File: config.mk
export PLATFORM = sky130hd
export DESIGN_NAME = wb_slave_protocol_monitor
export DESIGN_NICKNAME = d
export VERILOG_FILES = /design/src/rtl/wb_mon_pkg.sv /design/src/rtl/wb_mon_err_log.sv /design/src/rtl/wb_slave_protocol_monitor.sv
export SDC_FILE = /design/constraint.sdc
export NUM_CORES = 1
export LEC_CHECK = 0
export ABC_AREA = 1
export CORE_ASPECT_RATIO = 1.1
export CORE_MARGIN = 2
export CORE_UTILIZATION = 54
export DETAILED_ROUTE_END_ITERATION = 8
export DONT_BUFFER_PORTS = 1
export PLACE_DENSITY = 0.72
export SLEW_MARGIN = 10
export SYNTH_ARGS = -nofsm -noshare
export SYNTH_HDL_FRONTEND = slang
export SYNTH_SLANG_ARGS = --single-unit
File: constraint.sdc
create_clock -name wb_clk_i -period 1.8 [get_ports wb_clk_i]
set_input_delay 0.18 -clock wb_clk_i [delete_from_list [all_inputs] [get_ports wb_clk_i]]
set_output_delay 0.18 -clock wb_clk_i [all_outputs]
set_load 0.05 [all_outputs]
File: src/rtl/wb_mon_pkg.sv
// Shared types and error indices for the Wishbone slave protocol monitor.
package wb_mon_pkg;

  typedef enum logic {
    IDLE = 1'b0,
    WAIT = 1'b1
  } state_e;

  localparam int unsigned ERR_N        = 7;
  localparam int unsigned ERR_SPURIOUS = 0;
  localparam int unsigned ERR_DROP     = 1;
  localparam int unsigned ERR_UNSTABLE = 2;
  localparam int unsigned ERR_EARLY    = 3;
  localparam int unsigned ERR_LATE     = 4;
  localparam int unsigned ERR_TIMEOUT  = 5;
  localparam int unsigned ERR_ACK_LONG = 6;

endpackage

File: src/rtl/wb_mon_err_log.sv
// Sticky error flags, one-cycle error pulse and first-error capture.
module wb_mon_err_log #(
  parameter int unsigned ERR_N = 7,
  parameter int unsigned IDX_W = 3
) (
  input  logic             clk,
  input  logic             rst_n,
  input  logic             clr_i,
  input  logic [ERR_N-1:0] set_i,
  output logic [ERR_N-1:0] err_o,
  output logic             pulse_o,
  output logic             vld_o,
  output logic [IDX_W-1:0] first_o
);

  logic [ERR_N-1:0] flags_q, flags_d, flags_base;
  logic             pulse_q, pulse_d;
  logic             vld_q, vld_d, vld_base;
  logic [IDX_W-1:0] first_q, first_d, first_base;
  logic             found;

  // Clear is applied before this cycle's new errors are merged in.
  always_comb begin
    flags_base = clr_i ? '0 : flags_q;
    vld_base   = clr_i ? 1'b0 : vld_q;
    first_base = clr_i ? '0 : first_q;
    flags_d    = flags_base | set_i;
    pulse_d    = |set_i;
    vld_d      = vld_base;
    first_d    = first_base;
    found      = 1'b0;
    if (!vld_base && (|set_i)) begin
      vld_d = 1'b1;
      for (int unsigned i = 0; i < ERR_N; i++) begin
        if (set_i[i] && !found) begin
          first_d = IDX_W'(i);
          found   = 1'b1;
        end
      end
    end
  end

  always_ff @(posedge clk or negedge rst_n) begin
    if (!rst_n) begin
      flags_q <= '0;
      pulse_q <= 1'b0;
      vld_q   <= 1'b0;
      first_q <= '0;
    end else begin
      flags_q <= flags_d;
      pulse_q <= pulse_d;
      vld_q   <= vld_d;
      first_q <= first_d;
    end
  end

  assign err_o   = flags_q;
  assign pulse_o = pulse_q;
  assign vld_o   = vld_q;
  assign first_o = first_q;

endmodule

File: src/rtl/wb_slave_protocol_monitor.sv
// Passive Wishbone classic-slave monitor: ack latency window, request
// stability, single-cycle ack, timeout and completed-transaction count.
module wb_slave_protocol_monitor
  import wb_mon_pkg::*;
#(
  parameter int unsigned AW      = 3,
  parameter int unsigned DW      = 8,
  parameter int unsigned MIN_LAT = 1,
  parameter int unsigned MAX_LAT = 2,
  parameter int unsigned TIMEOUT = 32,
  parameter int unsigned CNT_W   = 16
) (
  input  logic             wb_clk_i,
  input  logic             arst_i,
  input  logic [AW-1:0]    wb_adr_i,
  input  logic [DW-1:0]    wb_dat_i,
  input  logic             wb_we_i,
  input  logic             wb_stb_i,
  input  logic             wb_cyc_i,
  input  logic             wb_ack_o,
  input  logic             clr_i,
  output logic [6:0]       err_o,
  output logic             err_pulse_o,
  output logic             first_err_vld_o,
  output logic [2:0]       first_err_o,
  output logic [CNT_W-1:0] txn_cnt_o,
  output logic             busy_o
);

  localparam int unsigned LAT_W = $clog2(TIMEOUT + 1);

  state_e             state_q, state_d;
  logic [LAT_W-1:0]   lat_q, lat_d, lat_now;
  logic [AW-1:0]      adr_q, adr_d;
  logic [DW-1:0]      dat_q, dat_d;
  logic               we_q, we_d;
  logic               unst_q, unst_d;
  logic               ackd_q, ackd_d;
  logic               busy_q, busy_d;
  logic [CNT_W-1:0]   cnt_q, cnt_d, cnt_base;
  logic               req, inc, mismatch;
  logic [ERR_N-1:0]   err_set;

  assign req      = wb_cyc_i & wb_stb_i;
  assign lat_now  = (lat_q == LAT_W'(TIMEOUT)) ? lat_q : lat_q + 1'b1;
  assign mismatch = (wb_adr_i != adr_q) || (wb_we_i != we_q) ||
                    (wb_we_i && (wb_dat_i != dat_q));

  // An ack directly after a counted ack is ACK_LONG; it neither counts nor
  // re-arms ackd, and takes precedence over a zero-latency request.
  always_comb begin
    state_d = state_q;
    lat_d   = lat_q;
    adr_d   = adr_q;
    dat_d   = dat_q;
    we_d    = we_q;
    unst_d  = unst_q;
    ackd_d  = 1'b0;
    inc     = 1'b0;
    err_set = '0;
    case (state_q)
      IDLE: begin
        if (wb_ack_o) begin
          if (ackd_q) begin
            err_set[ERR_ACK_LONG] = 1'b1;
          end else if (req) begin
            err_set[ERR_EARLY] = 1'b1;
            inc    = 1'b1;
            ackd_d = 1'b1;
          end else begin
            err_set[ERR_SPURIOUS] = 1'b1;
          end
        end else if (req) begin
          adr_d   = wb_adr_i;
          dat_d   = wb_dat_i;
          we_d    = wb_we_i;
          lat_d   = '0;
          unst_d  = 1'b0;
          state_d = WAIT;
        end
      end
      WAIT: begin
        lat_d = lat_now;
        if (!req) begin
          err_set[ERR_DROP] = 1'b1;
          state_d = IDLE;
        end else begin
          if (!unst_q && mismatch) begin
            err_set[ERR_UNSTABLE] = 1'b1;
            unst_d = 1'b1;
          end
          if (wb_ack_o) begin
            if (lat_now < LAT_W'(MIN_LAT)) err_set[ERR_EARLY] = 1'b1;
            if (lat_now > LAT_W'(MAX_LAT)) err_set[ERR_LATE]  = 1'b1;
            inc     = 1'b1;
            ackd_d  = 1'b1;
            state_d = IDLE;
          end else if (lat_now == LAT_W'(TIMEOUT)) begin
            err_set[ERR_TIMEOUT] = 1'b1;
            state_d = IDLE;
          end
        end
      end
      default: state_d = IDLE;
    endcase

    cnt_base = clr_i ? '0 : cnt_q;
    cnt_d    = (inc && (cnt_base != '1)) ? cnt_base + 1'b1 : cnt_base;
    busy_d   = (state_d == WAIT);
  end

  always_ff @(posedge wb_clk_i or negedge arst_i) begin
    if (!arst_i) begin
      state_q <= IDLE;
      lat_q   <= '0;
      adr_q   <= '0;
      dat_q   <= '0;
      we_q    <= 1'b0;
      unst_q  <= 1'b0;
      ackd_q  <= 1'b0;
      busy_q  <= 1'b0;
      cnt_q   <= '0;
    end else begin
      state_q <= state_d;
      lat_q   <= lat_d;
      adr_q   <= adr_d;
      dat_q   <= dat_d;
      we_q    <= we_d;
      unst_q  <= unst_d;
      ackd_q  <= ackd_d;
      busy_q  <= busy_d;
      cnt_q   <= cnt_d;
    end
  end

  wb_mon_err_log #(
    .ERR_N (ERR_N),
    .IDX_W (3)
  ) u_err_log (
    .clk     (wb_clk_i),
    .rst_n   (arst_i),
    .clr_i   (clr_i),
    .set_i   (err_set),
    .err_o   (err_o),
    .pulse_o (err_pulse_o),
    .vld_o   (first_err_vld_o),
    .first_o (first_err_o)
  );

  assign txn_cnt_o = cnt_q;
  assign busy_o    = busy_q;

endmodule

==> flow_summary_export.csv <==
group,metric,value,unit
die,initial_core_util,55.15,%
sta,whs,0.01469,ns
min_path,hold_path_startpoint,"clr_i",
worst_setup_path,critPathCaptureType,"flip-flop",
grt,grt.total_usage,24.48,%
worst_setup_path,worst_ep_required_time,2.00,ns
cells_and_area,stdcell_area,3635,µm²
synth,syn_area,2701,µm²
cells_and_area,layout_commonest_cell,"nand2_1",
sta,hold_violations,0,
cells_and_area,drive_gt1_share,32.84,%
routing,avgRoutedWirePerCell,14.08,µm
routing,avgViaCountPerCell,5.180,
grt,busiest_layer,"met2",
grt,grt_use_met1,29.21,%
sta,final.setup.worst_slack,-0.1162,ns
sta,drv_slew,0,
cells_and_area,nFillCells,354,
die,die-area,5585,µm²
pwr,power-per-cell-area,804.3,nW/µm²
status,outcome,"finished, violations left",
die,row_count,27,
sta,tns,-0.2699,ns
flow_run,maxCapViolCount,0,
min_path,worstHoldPathCells,1,
routing,drtIter0Drc,126,
routing,vias,2383,
worst_setup_path,r2r_setup_slack,-0.12,ns
sta,slew_headroom,65.87,%
sta,finalSetupViolCount,4,
sta,clock-skew-final,0.006786,ns
synth,avgSynthCellArea,7.992,µm²
sta,fmax,521.9,MHz
pwr,peakVddDrop,0.4856,mV
worst_setup_path,crit_path_start_kind,"flip-flop",
synth,ys_types,34,
routing,dr.pass1.iters,4,
routing,drc_errors,0,
sta,fin_crit_sh,106.5,%
worst_setup_path,r2r-end,"u_err_log.first_o[0]$_DFF_PN0_",
placement,gp_congestion,0.8290,
grt,first_global_vias,2465,
status,violations,"negative setup slack",
synth,synth-edff-count,0,
cts,cts-root-buf,"clkbuf_8",
worst_setup_path,worstPathMaxFanout,6,
grt,grt_pass1_wl,10810,µm
synth,synthesis.nets,360,
cts,htreeDepth,2,
sta,layout_min_cycle_time,1.916,ns
cts,cts-buffers-inserted,5,
grt,grt_overflow,0,
routing,drtAntennaViolNets,0,
synth,ys_seq_elements,49,
placement,portBuffers,0,
worst_setup_path,r2r_start,"lat_q[0]$_DFFE_PN0P_",
cts,clkTransAtPathRegs,0.09,ns
cts,clock_latency,0.31,ns
synth,syn_inst,338,
worst_setup_path,arrival,2.12,ns
grt,grt_max_degree,50,
cells_and_area,n_antenna_cell,0,
min_path,hold_path_class,"in -> reg",
synth,ys_warn_count,0,
synth,async_reset_ff_share,100.0,%
cells_and_area,area_delta_synth_final,34.55,%
routing,routed_wirelength,6477,µm
cells_and_area,layout_common_cells,"98 x nand2_1, 47 x buf_4, 38 x dfrtp_1",
sta,worst_slew_pin_slew,0.5119,ns
cells_and_area,finish.net_count,423,
placement,pre_cts_ws,-0.1055,ns
die,dieWidth,71.44,µm
placement,dpl_cell_area,3089,µm²
grt,grtUsageMet3,4.878,%
placement,dp_hpwl,4393,µm
grt,gr-usage-met2,42.96,%
worst_setup_path,reg2regPathDepth,13,
synth,synth.yosys.seq_area_share,45.39,%
grt,grt_antenna_before_repair,0,
sta,rsz0062_at_grt,"yes",
min_path,hold_path_end,"u_err_log.vld_o$_DFF_PN0_",
cts,clock_path_buffers,2,
pwr,power_leakage,1.783,nW
die,num_io_pins,47,
synth,synth_ff_type,"dfrtp_1",
worst_setup_path,crit_type,"reg -> reg",
cts,cts_tree,"done",
die,coreArea,4898,µm²
cts,cts_sinks,49,
die,die_y,78.18,µm
## cell usage after synthesis, types with 2 or more instances
| cell type | n | area, µm² |
|---|---|---|
| nor3_1 | 3 | 15.01 |
| a21oi_1 | 2 | 10.01 |
| nor2_1 | 36 | 135.1 |
| inv_1 | 38 | 142.6 |
| o22ai_1 | 5 | 31.28 |
| nand2_4 | 2 | 22.52 |
| nand3_2 | 3 | 30.03 |
| nand2_2 | 3 | 18.77 |
| nor3_2 | 4 | 40.04 |
| nand3_1 | 13 | 65.06 |
| nand2_1 | 108 | 405.4 |
| dfrtp_1 | 49 | 1226 |
| xnor2_1 | 14 | 122.6 |
| nor2_2 | 3 | 18.77 |
| nor2_4 | 2 | 22.52 |
| xor2_1 | 11 | 96.34 |
| o21ai_0 | 6 | 30.03 |
| nor4_1 | 4 | 25.02 |
| or2_1 | 2 | 12.51 |
| buf_2 | 2 | 10.01 |
| clkbuf_1 | 3 | 11.26 |
| inv_2 | 5 | 18.77 |
| nand4_1 | 6 | 37.54 |
| ha_1 | 4 | 50.05 |
## critical path, cell delays in order, from the launching register on
cell     delay (ns)
dfrtp_2        0.45
ha_4           0.18
xor2_2         0.15
nand2_2        0.11
nand3_4        0.10
nor2_4         0.18
nand2_2        0.10
nand2_4        0.08
inv_4          0.05
nand2_4        0.06
nor2_4         0.04
nor2_4         0.12
or2_1          0.13
nand2_1        0.05
## final cells by class
type	count	area [µm²]	share of cell area, %
inverters	44	167.7	4.613
well taps	58	72.57	1.997
multi-input cells	239	1495	41.14
flip-flops and latches	49	1240	34.11
clock inverters	3	68.82	1.893
clock buffers	5	68.82	1.893
repair buffers	62	521.8	14.35
## worst max-delay path by stage
stage / startpoint / end / depth (start not counted) / slack [ns]
floorplan: txn_cnt_o[0]$_DFF_PN0_ / txn_cnt_o[8]$_DFF_PN0_ / 11 / -0.04
global placement: lat_q[0]$_DFFE_PN0P_ / u_err_log.first_o[1]$_DFF_PN0_ / 13 / -0.03
detailed placement: lat_q[0]$_DFFE_PN0P_ / u_err_log.first_o[0]$_DFF_PN0_ / 13 / -0.11
CTS: lat_q[0]$_DFFE_PN0P_ / u_err_log.first_o[0]$_DFF_PN0_ / 13 / -0.06
global route: lat_q[5]$_DFFE_PN0P_ / u_err_log.first_o[0]$_DFF_PN0_ / 14 / -0.23
finish: lat_q[0]$_DFFE_PN0P_ / u_err_log.first_o[0]$_DFF_PN0_ / 13 / -0.12
## stage by stage
stage | std cells | total power, mW | util [%]
final | 460 | 2.923 | 74.20
after global routing | 460 | 3.078 | 74.20
after CTS | 454 | 2.877 | 70.19
after detailed placement | 430 | 1.846 | 63.07
after global placement | 430 | 1.825 | 63.07
after floorplan | 338 | 1.705 | -
## state kept, by name, indices dropped and copies added (netlist names)
register           flops
u_err_log.vld_o        1
txn_cnt_o             16
unst_q                 1
adr_q                  3
ackd_q                 1
u_err_log.err_o        7
dat_q                  8
u_err_log.pulse_o      1
u_err_log.first_o      3
we_q                   1
busy_o                 1
lat_q                  6
## per-layer routing
metal  vias up  wire length (µm)
met5         -                 0
met4         0               201
met3        22               311
met2        60              3444
met1      1121              2519
li1       1180                 -
## where the power goes
part	internal, mW	switching (mW)
Sequential	1.20	0.135
Clock	0.559	0.378
Combinational	0.287	0.368
## repair_timing
action	in CTS	in global routing
pin swaps	8	22
setup endpoints to repair	4	20
buffers inserted	2	6
hold buffers	14	0
endpoints found under the hold margin	61	0
gates resized for setup	12	37
## cell families (layout without fill, tap and decap cells)
| kind of cell | count (synthesis) | after routing | synth area share (%) |
|---|---|---|---|
| AO/OA/AOI/OAI | 18 | 18 | 4.817 |
| XOR/XNOR | 25 | 25 | 8.106 |
| adder cells (fa/ha/maj) | 4 | 4 | 1.853 |
| buffers and inverters | 50 | 114 | 7.411 |
| flip-flops | 49 | 49 | 45.39 |
| AND/OR/NAND/NOR | 192 | 192 | 32.42 |
(Power assumes the default switching activity.)
